[src/rtl/gray_code_pkg.sv]
// Shared types and Gray/binary conversion helpers for the Gray-code arithmetic datapath.
// Conversions work on a MAX_WIDTH vector; leading zeros do not change either mapping.
package gray_code_pkg;

  localparam int unsigned DEFAULT_WIDTH = 4;
  localparam int unsigned MAX_WIDTH     = 32;
  localparam int unsigned NUM_STAGES    = 3;

  typedef enum logic [1:0] {
    StageConv = 2'd0,
    StageSub  = 2'd1,
    StageOut  = 2'd2
  } stage_e;

  function automatic logic [MAX_WIDTH-1:0] gray2bin_f(input logic [MAX_WIDTH-1:0] gray);
    logic [MAX_WIDTH-1:0] bin;
    bin[MAX_WIDTH-1] = gray[MAX_WIDTH-1];
    for (int i = MAX_WIDTH - 2; i >= 0; i--) begin
      bin[i] = bin[i+1] ^ gray[i];
    end
    return bin;
  endfunction

  function automatic logic [MAX_WIDTH-1:0] bin2gray_f(input logic [MAX_WIDTH-1:0] bin);
    return bin ^ (bin >> 1);
  endfunction

endpackage

[src/rtl/bin2gray.sv]
// Combinational binary-to-Gray converter.
module bin2gray
  import gray_code_pkg::*;
#(
  parameter int unsigned WIDTH = DEFAULT_WIDTH
) (
  input  logic [WIDTH-1:0] bin,
  output logic [WIDTH-1:0] gray
);

  assign gray = WIDTH'(bin2gray_f(MAX_WIDTH'(bin)));

endmodule

[src/rtl/gray2bin.sv]
// Combinational Gray-to-binary converter.
module gray2bin
  import gray_code_pkg::*;
#(
  parameter int unsigned WIDTH = DEFAULT_WIDTH
) (
  input  logic [WIDTH-1:0] gray,
  output logic [WIDTH-1:0] bin
);

  assign bin = WIDTH'(gray2bin_f(MAX_WIDTH'(gray)));

endmodule

[src/rtl/gray_pipe_stage.sv]
// Payload-plus-valid register slice; loads from upstream when its load input is high.
module gray_pipe_stage #(
  parameter int unsigned Width = 1
) (
  input  logic             clk,
  input  logic             rst_n,
  input  logic             load,
  input  logic             in_valid,
  input  logic [Width-1:0] in_data,
  output logic             out_valid,
  output logic [Width-1:0] out_data
);

  logic             valid_q;
  logic [Width-1:0] data_q;

  // Payload only captures real beats so bubbles leave the last result in place.
  always_ff @(posedge clk or negedge rst_n) begin
    if (!rst_n) begin
      valid_q <= 1'b0;
      data_q  <= '0;
    end else if (load) begin
      valid_q <= in_valid;
      if (in_valid) begin
        data_q <= in_data;
      end
    end
  end

  assign out_valid = valid_q;
  assign out_data  = data_q;

endmodule

[src/rtl/gray_code_subtractor_pipe.sv]
// Three-stage valid/ready pipelined Gray-code subtractor: diff = a - b - bi, with borrow-out.
module gray_code_subtractor_pipe
  import gray_code_pkg::*;
#(
  parameter int unsigned WIDTH = DEFAULT_WIDTH
) (
  input  logic             clk,
  input  logic             rst_n,
  input  logic             in_valid,
  output logic             in_ready,
  input  logic [WIDTH-1:0] a,
  input  logic [WIDTH-1:0] b,
  input  logic             bi,
  output logic             out_valid,
  input  logic             out_ready,
  output logic [WIDTH-1:0] diff,
  output logic             bo
);

  localparam int unsigned ConvW = 2 * WIDTH + 1;
  localparam int unsigned SubW  = WIDTH + 1;

  logic [NUM_STAGES-1:0] valid;
  logic [NUM_STAGES-1:0] load;

  logic [WIDTH-1:0] a_bin, b_bin, diff_gray;
  logic [ConvW-1:0] conv_d, conv_q;
  logic [SubW-1:0]  sub_d, sub_q;
  logic [SubW-1:0]  out_d, out_q;
  logic [WIDTH-1:0] conv_a, conv_b;
  logic             conv_bi;

  // A stage loads when it is empty or its own content moves on this cycle.
  always_comb begin
    load            = '0;
    load[StageOut]  = !valid[StageOut] || out_ready;
    load[StageSub]  = !valid[StageSub] || load[StageOut];
    load[StageConv] = !valid[StageConv] || load[StageSub];
  end

  assign in_ready = load[StageConv];

  gray2bin #(.WIDTH(WIDTH)) u_a_g2b (.gray(a), .bin(a_bin));
  gray2bin #(.WIDTH(WIDTH)) u_b_g2b (.gray(b), .bin(b_bin));

  assign conv_d = {a_bin, b_bin, bi};

  gray_pipe_stage #(.Width(ConvW)) u_stage_conv (
    .clk      (clk),
    .rst_n    (rst_n),
    .load     (load[StageConv]),
    .in_valid (in_valid),
    .in_data  (conv_d),
    .out_valid(valid[StageConv]),
    .out_data (conv_q)
  );

  assign {conv_a, conv_b, conv_bi} = conv_q;
  // MSB of the widened difference is the borrow-out.
  assign sub_d = {1'b0, conv_a} - {1'b0, conv_b} - {{WIDTH{1'b0}}, conv_bi};

  gray_pipe_stage #(.Width(SubW)) u_stage_sub (
    .clk      (clk),
    .rst_n    (rst_n),
    .load     (load[StageSub]),
    .in_valid (valid[StageConv]),
    .in_data  (sub_d),
    .out_valid(valid[StageSub]),
    .out_data (sub_q)
  );

  bin2gray #(.WIDTH(WIDTH)) u_diff_b2g (.bin(sub_q[WIDTH-1:0]), .gray(diff_gray));

  assign out_d = {sub_q[WIDTH], diff_gray};

  gray_pipe_stage #(.Width(SubW)) u_stage_out (
    .clk      (clk),
    .rst_n    (rst_n),
    .load     (load[StageOut]),
    .in_valid (valid[StageSub]),
    .in_data  (out_d),
    .out_valid(valid[StageOut]),
    .out_data (out_q)
  );

  assign {bo, diff} = out_q;
  assign out_valid  = valid[StageOut];

endmodule

[config.mk]
export PLATFORM = sky130hd
export DESIGN_NAME = gray_code_subtractor_pipe
export DESIGN_NICKNAME = d
export VERILOG_FILES = /design/src/rtl/gray_code_pkg.sv /design/src/rtl/bin2gray.sv /design/src/rtl/gray2bin.sv /design/src/rtl/gray_pipe_stage.sv /design/src/rtl/gray_code_subtractor_pipe.sv
export SDC_FILE = /design/constraint.sdc
export NUM_CORES = 1
export LEC_CHECK = 0
export BUFFER_PORTS_ARGS = -buffer_cell sky130_fd_sc_hd__buf_4
export CAP_MARGIN = 5
export CORE_MARGIN = 4
export CORE_UTILIZATION = 53
export DETAILED_ROUTE_END_ITERATION = 7
export GPL_ROUTABILITY_DRIVEN = 0
export GPL_TIMING_DRIVEN = 0
export PLACE_DENSITY = 0.76
export SLEW_MARGIN = 20
export SYNTH_ARGS = -nofsm -noshare
export SYNTH_HDL_FRONTEND = slang
export SYNTH_SLANG_ARGS = --single-unit
[constraint.sdc]
create_clock -name clk -period 2.3 [get_ports clk]
set_input_delay 0.575 -clock clk [delete_from_list [all_inputs] [get_ports clk]]
set_output_delay 0.575 -clock clk [all_outputs]
set_load 0.01 [all_outputs]
Word-level counts from Yosys, hierarchy flattened. Cells that the tools add are included.

Output and inout bits: 7. Input bits: 13. Word-level logic and storage cells: 24. Flip-flop bits (word level): 22.

$add $sub $neg: 2. Bitwise operators: 7. Reductions and logical operators: 9.

Operators by type and width (number): 2-bit AND reduction (3); 1-bit bitwise XOR (6); 4-bit by 4-bit subtractor with 5-bit output (1); 5-bit by 1-bit subtractor with 5-bit output (1); 4-bit by 3-bit bitwise XOR with 4-bit output (1); 1-bit logical NOT (3); 1-bit logical OR (3).

Logic depth before layout (Yosys ltp).
Word-level depth: 5. Mapped depth: 8. Gate-level depth less buffers: 8.

Hierarchy. A second synthesis with hierarchy kept.

Cell total of the unflattened synthesis: 91. Area, all modules: 1226.2 µm².

Modules (own cells, without submodules): gray_pipe_stage (u_stage_out ...) (area each 245.2 µm², sequential area each 150.1 µm², cells an instance 14, times used 2); gray_pipe_stage (u_stage_conv) (area each 371.6 µm², sequential area each 250.2 µm², cells an instance 22, times used 1); gray_code_subtractor_pipe (area each 230.2 µm², sequential area each 0.0 µm², cells an instance 27, times used 1); gray2bin (area each 50.0 µm², sequential area each 0.0 µm², cells an instance 5, times used 2); bin2gray (area each 33.8 µm², sequential area each 0.0 µm², cells an instance 4, times used 1).

Least setup slack after synthesis. No wires, ideal clock.

Path type: register to register. Start: register u_stage_conv.data_q[0] (netlist: u_stage_conv.out_data[0]). End: register u_stage_sub.data_q[4] (netlist: u_stage_sub.out_data[4]). Required time: 2.172 ns. Period minus slack after synthesis: 1.833 ns. Cell stages (with the launch flop): 8. Path buffers: 0. Library setup time: 0.128 ns. Slack: 0.467 ns. Arrival: 1.705 ns. Path through: dfrtp_1 inv_1 fa_1 fa_1 nand2b_1 a21oi_1 xnor2_1 o21ai_0.

Cells in the longest elaborated chain, start to end: 1.

Ends and longest elaborated chain: from (decl) (line gray_pipe_stage.sv:15) `logic [Width-1:0] data_q;`; from (signal assigned) (line gray_pipe_stage.sv:25) `data_q <= in_data;`; 5-bit by 1-bit subtractor with 5-bit output (line gray_code_subtractor_pipe.sv:60) `assign sub_d = {1'b0, conv_a} - {1'b0, conv_b} - {{WIDTH{1'b0}}, conv_bi};`; to (signal assigned) (line gray_pipe_stage.sv:25); to (decl) (line gray_pipe_stage.sv:15).

No other way between the ends. A chain may end at the register's enable or synchronous reset.

Final worst setup path. Ends and elaborated chain as after synthesis.

==> metrics.md <==
| Metric | Value |
|---|---|
| Layout cells sized above 1 | `30.3%` |
| Global-route wire length before repair | `2600 µm` |
| DPL Wire Length | `1190 µm` |
| Pins Over Slew Limit | `0` |
| Post-Syn Nets | `117` |
| GRT Total Usage | `12.9%` |
| Hold crit path type | `input pin to asynchronous set/reset pin` |
| Routed WL per cell | `10.2 µm` |
| Vias | `716` |
| Synth-to-layout area growth | `19.3%` |
| Power per cell area | `962 nW/µm²` |
| Row Count | `16` |
| Crit Path Max Fanout | `2` |
| Final Critical Period | `1.94 ns` |
| Syn Area/Cell | `11.5 µm²` |
| Initial antenna violation count | `0` |
| Initial Util | `56.2%` |
| Ports | `20` |
| DR iter-0 viols | `9` |
| Placed Area | `1280 µm²` |
| Max frequency | `516 MHz` |
| Crit path arrival time | `2.14 ns` |
| Wl on met1 | `624 µm` |
| Primary FF master, synth | `dfrtp_1` |
| Sink Count | `22` |
| Final Instance Area | `1320 µm²` |
| CTS buffer count | `3` |
| Most frequent cell on the critical path | `fa_1` |
| Number of synthesized flops with an enable pin | `0` |
| Worst skew pair latency | `0.30 ns` |
| Unrepaired setup endpoints after global routing | `no` |
| Outcome | `finished, final reports clean` |
| DRC viols | `0` |
| TritonCTS clock tree | `yes` |
| Max VDD drop | `0.000571 V` |
| Hold Vio Cnt, Final | `0` |
| Root Driver | `clkbuf_4` |
| Static leakage | `0.626 nW` |
| Clock Skews | `0.00983 ns` |
| Post-route ant nets | `0` |
| Fin crit share | `84.3%` |
| CP Launch Type | `flip-flop` |
| Total congestion overflow | `0` |
| Die Wd | `53.6 µm` |
| Kind of critical path | `flip-flop to flip-flop` |
| Worst path slowest cell | `fa_1` |
| Core Area | `1960 µm²` |
| Max clock buf depth | `2` |
| Pin count of the biggest net entering global routing | `23` |
| Post-Syn Instances | `96` |
| Most numerous cell in the Yosys netlist | `dfrtp_1` |
| CTS H-tree lvls | `1` |
| Synth Register Bits | `22` |
| Sequential-to-total area share from yosys stat | `49.9%` |
| Largest area contributor in the netlist | `dfrtp_1` |
| CP Cell Sequence | `inv_1 > fa_1 > fa_1 > nand2b_1 > a21oi_1 > xnor2_1 > o21ai_0` |
| Routed vias/inst | `4.90` |
| Top cells by area, synth | `dfrtp_1 (50%), mux2_2 (7.1%), xnor2_1 (7.1%), ha_1 (6.8%), o21ai_0 (5.0%)` |
| Met3 routed WL | `100 µm` |
| FFs w/ async S/R, synth | `100%` |
| Final TNS setup | `0 ns` |
| Top post-synthesis cells by count | `dfrtp_1 (22), nand2_1 (13), o21ai_0 (11)` |
| Full die area | `2880 µm²` |
| Final nets | `141` |
| Least-Margin Pin Slew | `0.273 ns` |
| Slew HR | `81.8%` |
| Post-CTS Hold Buffers | `0` |
| Setup violations, final | `0` |
| Total Wirelength | `1490 µm` |
| Resized Gates After CTS | `0` |
| CP Data Required Time | `2.50 ns` |
| Yosys cell types | `17` |
| Critical Path End Type | `flip-flop` |
| Crit path largest cell delay | `0.47 ns` |
| Setup bufs post-CTS | `0` |
| Top sig layer | `met4` |
| Max Cap Violations | `0` |
| Port Buffers | `19` |
| Die H | `53.6 µm` |
| Clock transition at the registers of the reported paths | `0.12 ns` |
| Antenna Cells | `0` |
| Synth top area share | `49.9%` |
| DR pass1 iterations | `4` |
| Met2 wire len | `717 µm` |
| Mapped Area | `1100 µm²` |
| YS warnings | `0` |
| Vias in the first global route | `656` |
==> per-stage QoR <==
step	power [mW]	setup slack, ns	hold slack, ns	utilization [%]	cells
final	1.27	0.362	0.129	67.1	146
after global routing	1.38	0.224	0.136	67.1	146
after CTS	1.29	0.334	0.131	67.1	146
after detailed placement	1.07	0.346	0.472	65.2	142
after global placement	1.06	0.376	0.461	65.2	142
after floorplan	0.920	0.467	0.279	-	96
==> report_power, final <==
part / leakage, nW / internal [mW] / total, mW / switching, mW
sequential: 0.262 / 0.506 / 0.585 / 0.0792
combinational: 0.344 / 0.269 / 0.473 / 0.204
clock: 0.0210 / 0.0966 / 0.207 / 0.111
==> flip-flops by register name, summed over array words and instances (netlist names) <==
register	flops
u_stage_out.out_data	5
u_stage_out.out_valid	1
u_stage_sub.out_data	5
u_stage_sub.out_valid	1
u_stage_conv.out_data	9
u_stage_conv.out_valid	1
==> critical path, delay by kind of cell, from the launching register on <==
kind / cells / cell delay (ns)
adder cells (fa/ha/maj): 2 / 0.88
XOR/XNOR: 1 / 0.13
flip-flops: 1 / 0.37
AO/OA/AOI/OAI: 2 / 0.25
AND/OR/NAND/NOR: 1 / 0.16
buffers and inverters: 1 / 0.06
==> metal layers <==
| metal | vias up | global-route usage (%) |
|---|---|---|
| met5 | - | 0 |
| met4 | 0 | 8.94 |
| met3 | 5 | 2.49 |
| met2 | 20 | 22.4 |
| met1 | 334 | 13.9 |
| li1 | 357 | - |
==> cell usage in the layout (no fill, tap or decap), drive strengths merged <==
| cell | instances |
|---|---|
| nand3b | 2 |
| xor2 | 2 |
| nand2 | 15 |
| fa | 2 |
| ha | 6 |
| a21oi | 1 |
| nand4b | 1 |
| buf | 20 |
| xnor2 | 11 |
| nand2b | 5 |
| clkbuf | 4 |
| mux2 | 7 |
| dfrtp | 22 |
| inv | 8 |
| o21ai | 13 |
==> final cells by class <==
| cell class | instances | area [µm²] |
|---|---|---|
| Timing Repair Buffer | 19 | 143 |
| Clock buffer | 4 | 36.3 |
| Tap cell | 27 | 33.8 |
| Fill cell | 170 | 646 |
| Buffer | 1 | 7.51 |
| Multi-Input combinational cell | 65 | 515 |
| Sequential cell | 22 | 551 |
| Inverter | 8 | 30.0 |
==> cells by family (layout without fill, tap and decap cells) <==
logic type / Yosys count / count (layout) / share of synthesized area, %
compound gates: 14 / 14 / 6.35
xor+xnor: 13 / 13 / 11.7
fa+ha+maj: 8 / 8 / 10.4
buf+inv: 9 / 32 / 3.40
flops: 22 / 22 / 49.9
mux: 7 / 7 / 7.14
simple gates: 23 / 23 / 11.1
==> path summary, 6_finish.rpt <==
path / startpoint / endpoint / slack [ns] / depth (start not counted)
hold / removal: rst_n / u_stage_out.out_data[4] / 0.13 / 1
setup / recovery: u_stage_conv.out_data[0] / u_stage_sub.out_data[4] / 0.36 / 7
max in group asynchronous: rst_n / u_stage_conv.out_data[2] / 1.95 / 1
setup reg to reg: u_stage_conv.out_data[0] / u_stage_sub.out_data[4] / 0.36 / 7
hold reg to reg: u_stage_out.out_data[1] / u_stage_out.out_data[1] / 0.49 / 2
min in group clk: in_valid / u_stage_conv.out_valid / 0.46 / 2
Power figures use the tool's default switching activity.
